[config.mk]
export PLATFORM = sky130hd
export DESIGN_NAME = spi_master_seq
export DESIGN_NICKNAME = d
export VERILOG_FILES = /design/src/rtl/Wrapper_shared_pkg.sv /design/src/rtl/spi_master_seq_shifter.sv /design/src/rtl/spi_master_seq.sv
export SDC_FILE = /design/constraint.sdc
export NUM_CORES = 1
export LEC_CHECK = 0
export ABC_CLOCK_PERIOD_IN_PS = 2100
export CAP_MARGIN = 15
export CORE_MARGIN = 10
export CORE_UTILIZATION = 50
export DETAILED_ROUTE_END_ITERATION = 16
export HOLD_SLACK_MARGIN = 0.05
export PLACE_DENSITY = 0.75
export SYNTH_ARGS = -nofsm -noshare
export SYNTH_HDL_FRONTEND = slang
export SYNTH_SLANG_ARGS = --single-unit
[constraint.sdc]
create_clock -name clk -period 2.1 [get_ports clk]
set_input_delay 0.21 -clock clk [delete_from_list [all_inputs] [get_ports clk]]
set_output_delay 0.21 -clock clk [all_outputs]
set_load 0.1 [all_outputs]
[src/rtl/Wrapper_shared_pkg.sv]
// Shared SPI definitions: command opcodes, slave/master state encodings and frame sizing.
package Wrapper_shared_pkg;
  localparam logic [2:0] WRITE_ADDR = 3'b000;
  localparam logic [2:0] WRITE_DATA = 3'b001;
  localparam logic [2:0] READ_ADDR  = 3'b110;
  localparam logic [2:0] READ_DATAA = 3'b111;

  localparam int FRAME_W = 11;
  localparam int CNT_W   = 4;

  typedef enum logic [2:0] {IDLE, CHK_CMD, WRITE, READ_ADD, READ_DATA} SPI_slave_state_e;

  // Prefixed so both slave and master encodings can be imported together.
  typedef enum logic [2:0] {SM_IDLE, SM_SEND, SM_WAIT, SM_RECV, SM_GAP} spi_master_state_e;

  function automatic logic is_legal_op(input logic [2:0] op);
    return (op == WRITE_ADDR) || (op == WRITE_DATA) || (op == READ_ADDR) || (op == READ_DATAA);
  endfunction
endpackage

[src/rtl/spi_master_seq_shifter.sv]
// Frame datapath: 11-bit parallel-in/serial-out for MOSI, 8-bit serial-in/parallel-out for MISO.
module spi_frame_shifter
  import Wrapper_shared_pkg::*;
(
  input  logic               clk,
  input  logic               rst,
  input  logic               load_i,
  input  logic [FRAME_W-1:0] frame_i,
  input  logic               shift_i,
  input  logic               sample_i,
  input  logic               miso_i,
  output logic               mosi_o,
  output logic [7:0]         rx_d_o
);
  logic [FRAME_W-1:0] tx_q;
  logic [7:0]         rx_q;

  // The shift after the last bit empties tx_q, so MOSI idles at 0 without extra muxing.
  always_ff @(posedge clk or posedge rst) begin
    if (rst) begin
      tx_q <= '0;
      rx_q <= '0;
    end else begin
      if (load_i)       tx_q <= frame_i;
      else if (shift_i) tx_q <= {tx_q[FRAME_W-2:0], 1'b0};
      if (sample_i)     rx_q <= rx_d_o;
    end
  end

  assign mosi_o = tx_q[FRAME_W-1];
  assign rx_d_o = {rx_q[6:0], miso_i};
endmodule

[src/rtl/spi_master_seq.sv]
// SPI command sequencer: serialises {op,data} frames and collects the read byte of READ_DATAA frames.
module spi_master_seq
  import Wrapper_shared_pkg::*;
#(
  parameter int MISO_WAIT  = 2,
  parameter int GAP_CYCLES = 1
) (
  input  logic       clk,
  input  logic       rst,
  input  logic       cmd_valid,
  output logic       cmd_ready,
  input  logic [2:0] cmd_op,
  input  logic [7:0] cmd_data,
  output logic       SS_n,
  output logic       MOSI,
  input  logic       MISO,
  output logic       rsp_valid,
  output logic [7:0] rsp_data,
  output logic       err,
  output logic       busy
);
  localparam logic [CNT_W-1:0] SEND_LAST = CNT_W'(FRAME_W - 1);
  localparam logic [CNT_W-1:0] WAIT_LAST = CNT_W'(MISO_WAIT - 1);
  localparam logic [CNT_W-1:0] RECV_LAST = CNT_W'(7);
  localparam logic [CNT_W-1:0] GAP_LAST  = CNT_W'(GAP_CYCLES - 1);

  spi_master_state_e state_q;
  logic [CNT_W-1:0]  cnt_q;
  logic              ss_n_q, cmd_ready_q, busy_q, rsp_valid_q, err_q, rd_q;
  logic [7:0]        rsp_data_q;
  logic [7:0]        rx_d;
  logic              accept, load_frame;

  assign accept     = cmd_valid && cmd_ready_q;
  assign load_frame = accept && is_legal_op(cmd_op);

  spi_frame_shifter u_shifter (
    .clk      (clk),
    .rst      (rst),
    .load_i   (load_frame),
    .frame_i  ({cmd_op, cmd_data}),
    .shift_i  (state_q == SM_SEND),
    .sample_i (state_q == SM_RECV),
    .miso_i   (MISO),
    .mosi_o   (MOSI),
    .rx_d_o   (rx_d)
  );

  always_ff @(posedge clk or posedge rst) begin
    if (rst) begin
      state_q     <= SM_IDLE;
      cnt_q       <= '0;
      ss_n_q      <= 1'b1;
      cmd_ready_q <= 1'b0;
      busy_q      <= 1'b0;
      rsp_valid_q <= 1'b0;
      rsp_data_q  <= '0;
      err_q       <= 1'b0;
      rd_q        <= 1'b0;
    end else begin
      rsp_valid_q <= 1'b0;
      err_q       <= 1'b0;
      unique case (state_q)
        SM_IDLE: begin
          cmd_ready_q <= 1'b1;
          if (load_frame) begin
            state_q     <= SM_SEND;
            cnt_q       <= SEND_LAST;
            ss_n_q      <= 1'b0;
            cmd_ready_q <= 1'b0;
            busy_q      <= 1'b1;
            rd_q        <= (cmd_op == READ_DATAA);
          end else if (accept) begin
            err_q <= 1'b1;
          end
        end
        SM_SEND: begin
          if (cnt_q != '0) begin
            cnt_q <= cnt_q - 1'b1;
          end else if (rd_q) begin
            state_q <= SM_WAIT;
            cnt_q   <= WAIT_LAST;
          end else begin
            state_q <= SM_GAP;
            cnt_q   <= GAP_LAST;
            ss_n_q  <= 1'b1;
          end
        end
        SM_WAIT: begin
          if (cnt_q != '0) begin
            cnt_q <= cnt_q - 1'b1;
          end else begin
            state_q <= SM_RECV;
            cnt_q   <= RECV_LAST;
          end
        end
        SM_RECV: begin
          if (cnt_q != '0) begin
            cnt_q <= cnt_q - 1'b1;
          end else begin
            // Eighth MISO bit is taken straight from the pin on this edge.
            state_q     <= SM_GAP;
            cnt_q       <= GAP_LAST;
            ss_n_q      <= 1'b1;
            rsp_valid_q <= 1'b1;
            rsp_data_q  <= rx_d;
          end
        end
        SM_GAP: begin
          if (cnt_q != '0) begin
            cnt_q <= cnt_q - 1'b1;
          end else begin
            state_q     <= SM_IDLE;
            cmd_ready_q <= 1'b1;
            busy_q      <= 1'b0;
          end
        end
        default: state_q <= SM_IDLE;
      endcase
    end
  end

  assign SS_n      = ss_n_q;
  assign cmd_ready = cmd_ready_q;
  assign busy      = busy_q;
  assign rsp_valid = rsp_valid_q;
  assign rsp_data  = rsp_data_q;
  assign err       = err_q;
endmodule
==> results of run 1 <==
cell families after synthesis:
kind of cell / Yosys count / synth area share, %
buffers and inverters: 17 / 4.27
adder cells (fa/ha/maj): 2 / 1.33
multiplexers: 25 / 14.4
XOR/XNOR: 3 / 1.40
AO/OA/AOI/OAI: 42 / 13.8
flip-flops: 39 / 52.1
AND/OR/NAND/NOR: 48 / 12.7
cells in the mapped netlist:
library cell  instances
nor2_1                9
ha_1                  2
dfstp_2               1
a311oi_1              2
buf_6                 1
o21bai_1              1
a31oi_1               3
inv_1                 8
mux2_2               15
clkbuf_1              5
xnor2_1               1
o311a_1               1
a221o_1               2
nor3b_2               1
o31ai_1               1
mux2i_1              10
and2_1                3
nor3b_1               1
nand2_2               1
o21ai_0              20
a21boi_0              2
dfrtp_1              38
or3b_4                1
nand2b_1              2
nor3_1                2
or3_1                 1
a21oi_1               6
a2bb2oi_1             1
xor2_1                2
nand2_1              17
buf_2                 1
nand3_1               7
a22oi_1               2
a41oi_1               1
nor2_2                1
buf_4                 2
and2b_1               1
or2_0                 1
placed cells by master (no fill, tap or decap), types with 2 or more instances in the layout:
cell,n
a21boi_0,2
a21oi_1,6
a221o_1,2
a22oi_1,2
a311oi_1,2
a31oi_1,3
and2_1,3
buf_4,20
clkbuf_8,5
clkdlybuf4s50_1,14
dfrtp_1,38
ha_1,2
inv_1,8
mux2_2,15
mux2i_1,10
nand2_1,17
nand2b_1,2
nand3_1,7
nor2_1,9
nor3_1,2
o21ai_0,20
xor2_1,2
stage by stage:
stage               hold slack, ns  area, µm²
finish                       0.331       2290
global route                 0.376       2290
CTS                          0.340       2290
detailed placement           0.499       2170
global placement             0.492       2170
floorplan                    0.327       1870
flip-flops by register name, summed over array words and instances (netlist names):
| name | count |
|---|---|
| rsp_valid | 1 |
| cmd_ready | 1 |
| u_shifter.rx_q | 7 |
| state_q | 3 |
| rd_q | 1 |
| busy | 1 |
| u_shifter.tx_q | 11 |
| SS_n | 1 |
| rsp_data | 8 |
| cnt_q | 4 |
| err | 1 |
cell type report:
| cell class | instances | area [µm²] |
|---|---|---|
| clock buffer | 5 | 68.8 |
| sequential | 39 | 977 |
| fill | 313 | 1340 |
| timing repair buffer | 34 | 290 |
| clock inverter | 3 | 43.8 |
| tap | 48 | 60.1 |
| multi-input combinational | 120 | 822 |
| inverter | 8 | 30.0 |
how the worst min path moves through the flow:
| stage | start | end | slack, ns |
|---|---|---|---|
| 5_1_grt | rst | u_shifter.rx_q[2] | 0.38 |
| 6_report | rst | u_shifter.rx_q[1] | 0.33 |
| 3_5_place_dp | u_shifter.rx_q[6] | u_shifter.rx_q[6] | 0.50 |
| 2_1_floorplan | cmd_data[0] | u_shifter.tx_q[0] | 0.33 |
| 3_3_place_gp | u_shifter.rx_q[6] | rsp_data[7] | 0.49 |
| 4_1_cts | rst | u_shifter.tx_q[2] | 0.34 |
where the power goes:
| part | internal [mW] | switching (mW) | total (mW) |
|---|---|---|---|
| sequential | 0.984 | 0.203 | 1.19 |
| combinational | 0.494 | 0.786 | 1.28 |
| clock | 0.354 | 0.260 | 0.614 |
routing by layer:
metal,up-vias,wire [µm]
met2,41,2050
met4,0,55
met1,700,1630
met5,-,0
li1,684,-
met3,5,184
worst min-delay path, cell delays in order:
cell and delay, ns:
clkdlybuf4s50_1 0.39, inv_1 0.05, buf_4 0.41
repair_timing:
action                     CTS  global route
resized for setup            0             1
setup endpoints to repair    0             8
buffers inserted             0             0
hold endpoints to repair     0             0
==> flow_summary.ini, run 1 <==
[run_status]
outcome = completed

[die]
die_y_um = 81.2
die-area_um2 = 6600
core_area_um2 = 3630
std_cell_rows = 22
start_util_pct = 51.6
die_w_um = 81.2
ios = 29

[logic_synthesis]
netlist_area_um2 = 1870
synth_top_area_cell = dfrtp_1
synth_top_area_share_pct = 50.7
synth.avg_cell_area_um2 = 10.6
synth.area.top_cells = dfrtp_1, mux2_2, mux2i_1, o21ai_0, nand2_1
syn_inst = 176
yosysWarningCount = 0
seq_area_frac_synth_pct = 52.1
synth-seq-cells = 39
synth_cell_types = 38
synth_fp_nets = 193

[final_layout]
drive_above_1_share_pct = 23.0
final_cells = 257
utilization_pct = 63.1
antenna_cells = 0
nets = 225
syn_to_final_growth_pct = 22.3

[worst_setup_path]
endpoint_kind = flip-flop
critPathCapture = cnt_q[0]
crit_path_top_delay_cell = dfrtp_1
r2r-start = cnt_q[0]
cp-startpoint = cnt_q[0]
cp_num_cells = 6
r2r_cells = 6
cp.required_ns = 2.30
worstPathMaxFanout = 11
critPathTopFamily = simple AND/OR/NAND/NOR gates
path_buf_inv = 2
cp_cell_sequence = inv_1, ha_1, or3b_4, buf_4, or3_1, a41oi_1
setup.worst_path.class = reg -> reg
cp-start-kind = flip-flop
critPathMaxStageDelay_ns = 0.42
r2r-end = cnt_q[0]
critPathArrivalTime_ns = 2.19
reg2reg_slack_ns = 0.11

[sta]
slew_viol_final = 0
worst_slew_pin_slew_ns = 0.589
post-route-period-util_pct = 94.6
timing.final.crit_period_ns = 1.99
slew_headroom_pct = 60.6
timing.setup.tns_ns = 0
fmax_mhz = 503
hold_viol = 0
worst_slack_ns = 0.113
clock-skew-final_ns = 0.00749
final-setup-viol-count = 0
rsz0062_at_grt = no

[clock_network]
clock-sinks = 39
cts_tree = built
cts_hold_buf = 0
insertion_delay_ns = 0.29
cts_buffers = 5
clk_pin_slew_worst_paths_ns = 0.08
htreeDepth = 2
cts_buffer_depth = 2
cts-root-buf = clkbuf_8

[global_route]
grt_pass1_vias = 1418
grt-busiest-layer = met2
grt_max_degree = 40
grt_pass1_wl_um = 6520
gr-usage-all-layers_pct = 12.4
overflow = 0
grt_use_met1_pct = 14.0
grtUsageMet3_pct = 3.20
met2_usage_pct = 21.6
antenna_found_initial = 0

[hold_path]
hold_class = in -> async

[job]
maxCapViolCount = 0

[route]
detail-route-antenna-nets = 0
drc = 0
detailroute.via_count = 1430
first_pass_iters = 4
avgRoutedWirePerCell_um = 15.3
vias_per_cell = 5.56
dr.first_iter.drc_count = 183
routed_wl_um = 3920

[placement]
dpl_worst_slack_ns = 0.126
place_inst = 249
gp_congestion = 0.819
dp_hpwl_um = 2860
port_buffers = 28

[power_and_ir_drop]
powerDensity_nw_per_um2 = 1340
peakVddDrop_uv = 678
leakage_nw = 1.08
p_total_mw = 3.08
No activity file was read; power rests on OpenSTA's default activity.
==> run 2: changes to the inputs <==
--- a/config.mk
+++ b/config.mk
@@ -7,6 +7,7 @@
 export LEC_CHECK = 0
 export ABC_CLOCK_PERIOD_IN_PS = 2100
 export CAP_MARGIN = 15
+export CORE_ASPECT_RATIO = 1.2
 export CORE_MARGIN = 10
 export CORE_UTILIZATION = 50
 export DETAILED_ROUTE_END_ITERATION = 16
==> flow_summary.ini, run 2 (synthesis gave the netlist of run 1 again) <==
[global_route]
grt_pass1_vias = 1446
gr-usage-all-layers_pct = 13.2
grt_pass1_wl_um = 6670
overflow = 0
grt_max_degree = 27
antenna_found_initial = 0

[power_and_ir_drop]
switching_share_pct = 40.3
p_total_mw = 3.09
peakVddDrop_uv = 813
leakage_nw = 1.09
switchingPower_mw = 1.24
clock_power_share_pct = 20.1
combPwrFrac_pct = 41.7
p_seq_share_pct = 38.2
p_int_mw = 1.84
powerDensity_nw_per_um2 = 1330

[die]
core_area_um2 = 3630
die_y_um = 87.1
die-area_um2 = 6610
start_util_pct = 51.6
std_cell_rows = 24
die_w_um = 75.9
ios = 29

[final_layout]
layout_commonest_cell = dfrtp_1
drive_above_1_share_pct = 23.3
final_cells = 262
antenna_cells = 0
utilization_pct = 63.6
syn_to_final_growth_pct = 23.4
nets = 226
largest_reg_flops = 11
final_cell_area_um2 = 2310
top_register = u_shifter.tx_q
layout_common_cells = dfrtp_1, o21ai_0, buf_4, nand2_1, mux2_2

[route]
detail-route-antenna-nets = 0
detailroute.via_count = 1405
routed_wl_um = 3950
avgRoutedWirePerCell_um = 15.1
vias_per_cell = 5.36
first_pass_iters = 4
dr.first_iter.drc_count = 89
drc = 0

[clock_network]
clk_pin_slew_worst_paths_ns = 0.08
cts_buffers = 5
htreeDepth = 2
cts-root-buf = clkbuf_8
cts_setup_buffers = 0
cts_buffer_depth = 2
clock-sinks = 39
cts_hold_buf = 0
cts_tree = built
insertion_delay_ns = 0.29
ctsResizeCount = 0

[sta]
slew_headroom_pct = 62.7
rsz0062_at_grt = no
final-setup-viol-count = 0
worst_slew_pin_slew_ns = 0.559
timing.final.crit_period_ns = 1.93
worst_slack_ns = 0.170
fmax_mhz = 518
post-route-period-util_pct = 91.9
timing.setup.tns_ns = 0
fin_hold_ws_ns = 0.265
hold_viol = 0
slew_viol_final = 0
clock-skew-final_ns = 0.00582

[job]
maxCapViolCount = 0

[worst_setup_path]
worstPathMaxFanout = 12
cp_cell_sequence = inv_1, ha_1, or3b_4, nor2_2, buf_4, mux2_2
cp-start-kind = flip-flop
setup.worst_path.class = reg -> reg
critPathMaxStageDelay_ns = 0.46
cp.required_ns = 2.27
crit_path_top_delay_cell = or3b_4
critPathArrivalTime_ns = 2.10
endpoint_kind = flip-flop

[placement]
gp_congestion = 0.786
port_buffers = 28
dpl_worst_slack_ns = 0.179
placed_area_um2 = 2200
place_inst = 254
dp_hpwl_um = 3000

[run_status]
outcome = completed

[hold_path]
hold_class = in -> async
==> run 2: changes by cell type in the layout (fill, tap and decap cells not counted), sizes merged <==
| cell | previous run | this run |
|---|---|---|
| buf | 20 | 21 |
==> run 2: path summary, 6_finish.rpt <==
check	from	endpoint	slack, ns	depth (start not counted)
setup / recovery	cnt_q[0]	rsp_data[7]	0.17	6
min in group clk	cmd_data[0]	u_shifter.tx_q[0]	0.48	3
hold reg to reg	u_shifter.rx_q[6]	u_shifter.rx_q[6]	0.51	1
max in group asynchronous	rst	rsp_data[5]	1.31	3
hold / removal	rst	u_shifter.tx_q[0]	0.27	2
setup reg to reg	cnt_q[0]	rsp_data[7]	0.17	6
==> run 2: cell type report <==
| class | instances | area [µm²] |
|---|---|---|
| Clock buffer | 5 | 68.8 |
| Clock inverter | 3 | 43.8 |
| Sequential cell | 39 | 977 |
| Multi-Input combinational cell | 120 | 817 |
| Fill cell | 315 | 1320 |
| Inverter | 8 | 30.0 |
| Tap cell | 52 | 65.1 |
| Timing Repair Buffer | 35 | 310 |
==> run 2: power by group through the flow <==
stage	clock network, mW	registers, mW	logic (mW)
2_1_floorplan	0	1.37	0.803
3_3_place_gp	0	1.17	1.23
3_5_place_dp	0	1.19	1.29
4_1_cts	0.632	1.18	1.30
5_1_grt	0.670	1.22	1.42
6_report	0.620	1.18	1.29
==> run 2: critical path: cells and delay by family, from the launching register on <==
family / cells / cell delay (ns)
simple gates: 2 / 0.59
mux: 1 / 0.35
fa+ha+maj: 1 / 0.18
buf+inv: 2 / 0.28
flops: 1 / 0.41
==> run 2: routing by layer <==
layer | GRT usage, % | wire length [µm] | vias to the layer above
met5 | 0 | 0 | -
met2 | 22.1 | 2120 | 31
met1 | 14.9 | 1590 | 676
met4 | 6.09 | 65 | 0
li1 | - | - | 689
met3 | 3.65 | 174 | 9
